`config.mk`:
```
export PLATFORM = sky130hd
export DESIGN_NAME = pc_sequencer
export DESIGN_NICKNAME = d
export VERILOG_FILES = /design/src/rtl/instr_pack.sv /design/src/rtl/pc_sequencer_return_stack.sv /design/src/rtl/pc_sequencer.sv
export SDC_FILE = /design/constraint.sdc
export NUM_CORES = 1
export LEC_CHECK = 0
export ABC_CLOCK_PERIOD_IN_PS = 3100
export CORE_MARGIN = 5
export CORE_UTILIZATION = 60
export CTS_BUF_LIST = sky130_fd_sc_hd__clkbuf_4 sky130_fd_sc_hd__clkbuf_8 sky130_fd_sc_hd__clkbuf_16
export DETAILED_ROUTE_END_ITERATION = 10
export PLACE_DENSITY = 0.82
export SYNTH_ARGS = -nofsm -noshare
export SYNTH_HDL_FRONTEND = slang
export SYNTH_SLANG_ARGS = --single-unit
```
`constraint.sdc`:
```
create_clock -name clk -period 3.1 [get_ports clk]
set_clock_uncertainty 0.15 [all_clocks]
set_input_delay 0.62 -clock clk [delete_from_list [all_inputs] [get_ports clk]]
set_output_delay 0.62 -clock clk [all_outputs]
set_load 0.01 [all_outputs]
```
`src/rtl/instr_pack.sv`:
```
// Shared constants and types for the 9-bit CPU: sequencer state encoding
// and the table of subroutine entry points reached by jtsr.
package instr_pack;
    localparam int SEQ_PC_W  = 10;
    localparam int SEQ_TGT_W = 8;
    localparam int SEQ_DEPTH = 4;

    typedef enum logic [1:0] {IDLE, RUN, HALT, FAULT} seq_state_t;

    // Subroutine entry points indexed by the jtsr immediate; unallocated slots are 0.
    localparam logic [SEQ_PC_W-1:0] SUB_ADDR [16] = '{
        10'd100, 10'd0, 10'd0, 10'd0, 10'd0, 10'd0, 10'd0, 10'd0,
        10'd0,   10'd0, 10'd0, 10'd0, 10'd0, 10'd0, 10'd0, 10'd0
    };
endpackage

```
`src/rtl/pc_sequencer_return_stack.sv`:
```
// LIFO of return addresses. Only the stack pointer is reset or cleared;
// the storage keeps its contents. Overflowing pushes and underflowing pops
// are silently dropped; the sequencer turns them into a fault.
module return_stack #(
    parameter int DEPTH = 4,
    parameter int W     = 10
) (
    input  logic         clk,
    input  logic         reset,
    input  logic         clear_i,
    input  logic         push_i,
    input  logic         pop_i,
    input  logic [W-1:0] push_data_i,
    output logic [W-1:0] top_o,
    output logic         full_o,
    output logic         empty_o
);
    localparam int SP_W  = $clog2(DEPTH + 1);
    localparam int IDX_W = (DEPTH > 1) ? $clog2(DEPTH) : 1;

    logic [SP_W-1:0]  sp_q, sp_d;
    logic [W-1:0]     mem_q [DEPTH];
    logic [IDX_W-1:0] wr_idx, rd_idx;
    logic             we;

    assign full_o  = (sp_q == SP_W'(DEPTH));
    assign empty_o = (sp_q == '0);
    assign wr_idx  = IDX_W'(sp_q);
    assign rd_idx  = IDX_W'(sp_q - SP_W'(1));
    assign top_o   = mem_q[rd_idx];

    // Pointer update: clear wins, then pop, then push; illegal ops are no-ops.
    always_comb begin
        sp_d = sp_q;
        we   = 1'b0;
        if (clear_i) begin
            sp_d = '0;
        end else if (pop_i) begin
            if (!empty_o) sp_d = sp_q - SP_W'(1);
        end else if (push_i && !full_o) begin
            sp_d = sp_q + SP_W'(1);
            we   = 1'b1;
        end
    end

    // Stack pointer register.
    always_ff @(posedge clk or posedge reset) begin
        if (reset) sp_q <= '0;
        else       sp_q <= sp_d;
    end

    // Storage is deliberately left out of reset.
    always_ff @(posedge clk) begin
        if (we) mem_q[wr_idx] <= push_data_i;
    end
endmodule

```
`src/rtl/pc_sequencer.sv`:
```
// Program counter and control-flow sequencer. Chooses the next pc each cycle
// from the decoder strobes for the instruction currently addressed by pc.
module pc_sequencer
    import instr_pack::*;
#(
    parameter int PC_W  = SEQ_PC_W,
    parameter int TGT_W = SEQ_TGT_W,
    parameter int DEPTH = SEQ_DEPTH
) (
    input  logic             clk,
    input  logic             reset,
    input  logic             start,
    input  logic             halt_req,
    input  logic             br_taken,
    input  logic [TGT_W-1:0] br_target,
    input  logic             call_en,
    input  logic [3:0]       call_idx,
    input  logic             ret_en,
    output logic [PC_W-1:0]  pc,
    output logic             running,
    output logic             done,
    output logic             stack_err
);
    seq_state_t      state_q, state_d;
    logic [PC_W-1:0] pc_q, pc_d, pc_inc, ret_addr;
    logic            push, pop, clear, full, empty;
    logic            running_q, done_q, stack_err_q;

    assign pc_inc = pc_q + PC_W'(1);

    return_stack #(.DEPTH(DEPTH), .W(PC_W)) u_stack (
        .clk        (clk),
        .reset      (reset),
        .clear_i    (clear),
        .push_i     (push),
        .pop_i      (pop),
        .push_data_i(pc_inc),
        .top_o      (ret_addr),
        .full_o     (full),
        .empty_o    (empty)
    );

    // Next state and next pc; priority halt > ret > call > branch > increment.
    always_comb begin
        state_d = state_q;
        pc_d    = pc_q;
        push    = 1'b0;
        pop     = 1'b0;
        clear   = 1'b0;
        case (state_q)
            RUN: begin
                if (halt_req) begin
                    state_d = HALT;
                end else if (ret_en) begin
                    if (empty) begin
                        state_d = FAULT;
                    end else begin
                        pc_d = ret_addr;
                        pop  = 1'b1;
                    end
                end else if (call_en) begin
                    if (full) begin
                        state_d = FAULT;
                    end else begin
                        pc_d = PC_W'(SUB_ADDR[call_idx]);
                        push = 1'b1;
                    end
                end else if (br_taken) begin
                    pc_d = {{(PC_W-TGT_W){1'b0}}, br_target};
                end else begin
                    pc_d = pc_inc;
                end
            end
            default: begin
                // IDLE, HALT, FAULT: only start matters, and it restarts at 0.
                if (start) begin
                    state_d = RUN;
                    pc_d    = '0;
                    clear   = 1'b1;
                end
            end
        endcase
    end

    // State, pc and registered status decodes share one edge.
    always_ff @(posedge clk or posedge reset) begin
        if (reset) begin
            state_q     <= IDLE;
            pc_q        <= '0;
            running_q   <= 1'b0;
            done_q      <= 1'b0;
            stack_err_q <= 1'b0;
        end else begin
            state_q     <= state_d;
            pc_q        <= pc_d;
            running_q   <= (state_d == RUN);
            done_q      <= (state_d == HALT);
            stack_err_q <= (state_d == FAULT);
        end
    end

    assign pc        = pc_q;
    assign running   = running_q;
    assign done      = done_q;
    assign stack_err = stack_err_q;
endmodule

```
==> flow_summary.json <==
{
  "ios": 32,
  "antenna_found_initial": 0,
  "area_growth_pct": 20.9,
  "synth-async-reset-ratio": 0.310,
  "final-max-slew-violation-count": 0,
  "cts_resized": 0,
  "rsz0062_at_grt": "no",
  "h-tree-depth": 3,
  "end_kind": "register",
  "ir_drop_mv": 0.493,
  "outcome": "complete, no violations",
  "rows": 24,
  "die-area_sq_um": 6090,
  "yosysWarnings": 0,
  "drtIter0Drc": 217,
  "drive_above_1_share": 0.154,
  "min_path_cells": 2,
  "relSlewSlack": 0.519,
  "final_common_cell": "edfxtp_1",
  "overflow": 0,
  "synth_fp_nets": 228,
  "nNetsFinal": 267,
  "portBuffers": 31,
  "fin_crit_sh": 0.754,
  "hold_ws_ps": 481,
  "drt_pass1_iterations": 6,
  "crit_required_ps": 2920,
  "leakagePower_uw": 0.00125,
  "die_height_microns": 78.0,
  "synth_flop_cell": "edfxtp_1",
  "drv_cap": 0,
  "postCtsSetupRepairBufs": 0,
  "final_util": 0.761,
  "netlist_area_sq_um": 2780,
  "hold_class": "register to register",
  "die-width_microns": 78.0,
  "worst_pin_slew_ps": 720,
  "critPathLaunchType": "input port",
  "finalHoldViolCount": 0,
  "clk_pin_slew_worst_paths_ps": 60,
  "grt_pass1_wl_mm": 10.3,
  "place.gp.congestion": 0.859,
  "grt_max_degree": 19,
  "antenna_cells": 0,
  "syn_inst": 203,
  "setup_tns_ps": 0,
  "power.density_nw_per_um2": 917,
  "crit_fanout": 10,
  "ant_nets": 0,
  "clock.fmax_mhz": 428,
  "placed_cell_area_sq_um": 3150,
  "vias_per_cell": 6.44,
  "cts_made_buffers": 9,
  "stdcell_area_sq_um": 3360,
  "cts.sink_count": 58,
  "final-setup-viol-count": 0,
  "cts_tree": "yes",
  "final_cell_mix": "40 x edfxtp_1, 31 x clkdlybuf4s50_1, 18 x dfrtp_1, 14 x a21oi_1, 13 x nand2_1",
  "hold_buffers": 0,
  "crit_arrival_ps": 2150,
  "core_area_sq_um": 4410,
  "insertion_delay_ps": 330,
  "rrSetupSlack_ps": 880,
  "syn_avg_cell_area_sq_um": 13.7,
  "worstSetupPathType": "input port to register",
  "track_usage": 0.223,
  "drt-total-wl_mm": 6.44,
  "worstRegToRegCells": 5,
  "wl_per_cell_microns": 21.6,
  "root_buffer": "clkbuf_8",
  "drcViolationCount": 0,
  "synth.distinct_cells": 49,
  "hpwl_mm": 4.56,
  "post-route-min-period_ps": 2340,
  "grt_pass1_vias": 1958,
  "vias": 1927,
  "clockBufferDepth": 2,
  "synth_edf_count": 40,
  "start_util": 0.629,
  "seq_area_frac_synth": 0.595,
  "yosys_register_bits": 58
}
-- metrics by stage --
step / setup slack (ps) / std cells / power, uW
floorplan: 988 / 203 / 1900
global placement: 501 / 283 / 2280
detailed placement: 442 / 283 / 2330
CTS: 764 / 299 / 3070
global route: 689 / 299 / 3230
finish: 762 / 299 / 3080
-- area by class of cell --
type,count,area (sq um)
repair buffers,36,348
multi-input cells,131,1060
clock inverters,6,81.3
inverters,6,22.5
clock buffers,10,131
well taps,52,65.1
flip-flops and latches,58,1650
fillers,259,1060
-- critical path, stage by stage --
cell	delay, ps
clkdlybuf4s50_1	480
nor3b_4	210
and3_1	320
and2_1	510
-- final timing paths --
| path | endpoint | from |
|---|---|---|
| max in group asynchronous | pc[3]$_DFFE_PP0P_ | reset |
| setup / recovery | u_stack.mem_q[0][9]$_DFFE_PP_ | halt_req |
| hold / removal | pc[6]$_DFFE_PP0P_ | pc[6]$_DFFE_PP0P_ |
| setup reg to reg | u_stack.mem_q[0][9]$_DFFE_PP_ | u_stack.sp_q[1]$_DFFE_PP0P_ |
| min in group asynchronous | pc[2]$_DFFE_PP0P_ | reset |
| hold reg to reg | pc[6]$_DFFE_PP0P_ | pc[6]$_DFFE_PP0P_ |
-- flip-flops by register name, indices dropped and copies added (netlist names) --
register       count
running            1
state_q            2
u_stack.sp_q       3
done               1
stack_err          1
pc                10
u_stack.mem_q     40
-- cells in the mapped netlist, types with 3 or more instances --
cell      count  area, sq um
edfxtp_1     40         1200
dfrtp_1      18          450
a21oi_1      14         70.1
nand2_1      13         48.8
nand3_1       9         45.0
mux4_2        8          180
o21ai_0       7         35.0
buf_2         6         30.0
ha_1          6         75.1
inv_1         6         22.5
nand2b_1      5         31.3
and2_1        4         25.0
nor2_1        4         15.0
nor3_1        4         20.0
xnor2_1       4         35.0
and3_1        3         18.8
nand4_1       3         18.8
nor2b_1       3         18.8
o21ai_1       3         15.0
o22ai_1       3         18.8
or3_1         3         18.8
-- kinds of logic after synthesis --
family	Yosys count	synth area share
XOR/XNOR	5	0.0158
AND/OR/NAND/NOR	62	0.136
flip-flops	58	0.595
AO/OA/AOI/OAI	44	0.104
adder cells (fa/ha/maj)	6	0.0270
multiplexers	14	0.0991
buffers and inverters	14	0.0243
-- power breakdown --
| group | leakage [uW] | switching, uW | total, uW | internal (uW) |
|---|---|---|---|---|
| clock | 0.000109 | 287 | 743 | 456 |
| combinational | 0.000545 | 617 | 1140 | 524 |
| sequential | 0.000596 | 156 | 1190 | 1040 |
| total | 0.00125 | 1060 | 3080 | 2020 |
-- layer usage --
layer	vias to the layer above	track usage	part of all wire	wire length, microns
li1	862	-	-	-
met2	94	0.337	0.49	3130
met5	-	0	0	0
met1	963	0.313	0.42	2680
met4	0	0.0861	0.011	71
met3	8	0.0538	0.087	562
Power figures use the tool's default switching activity.
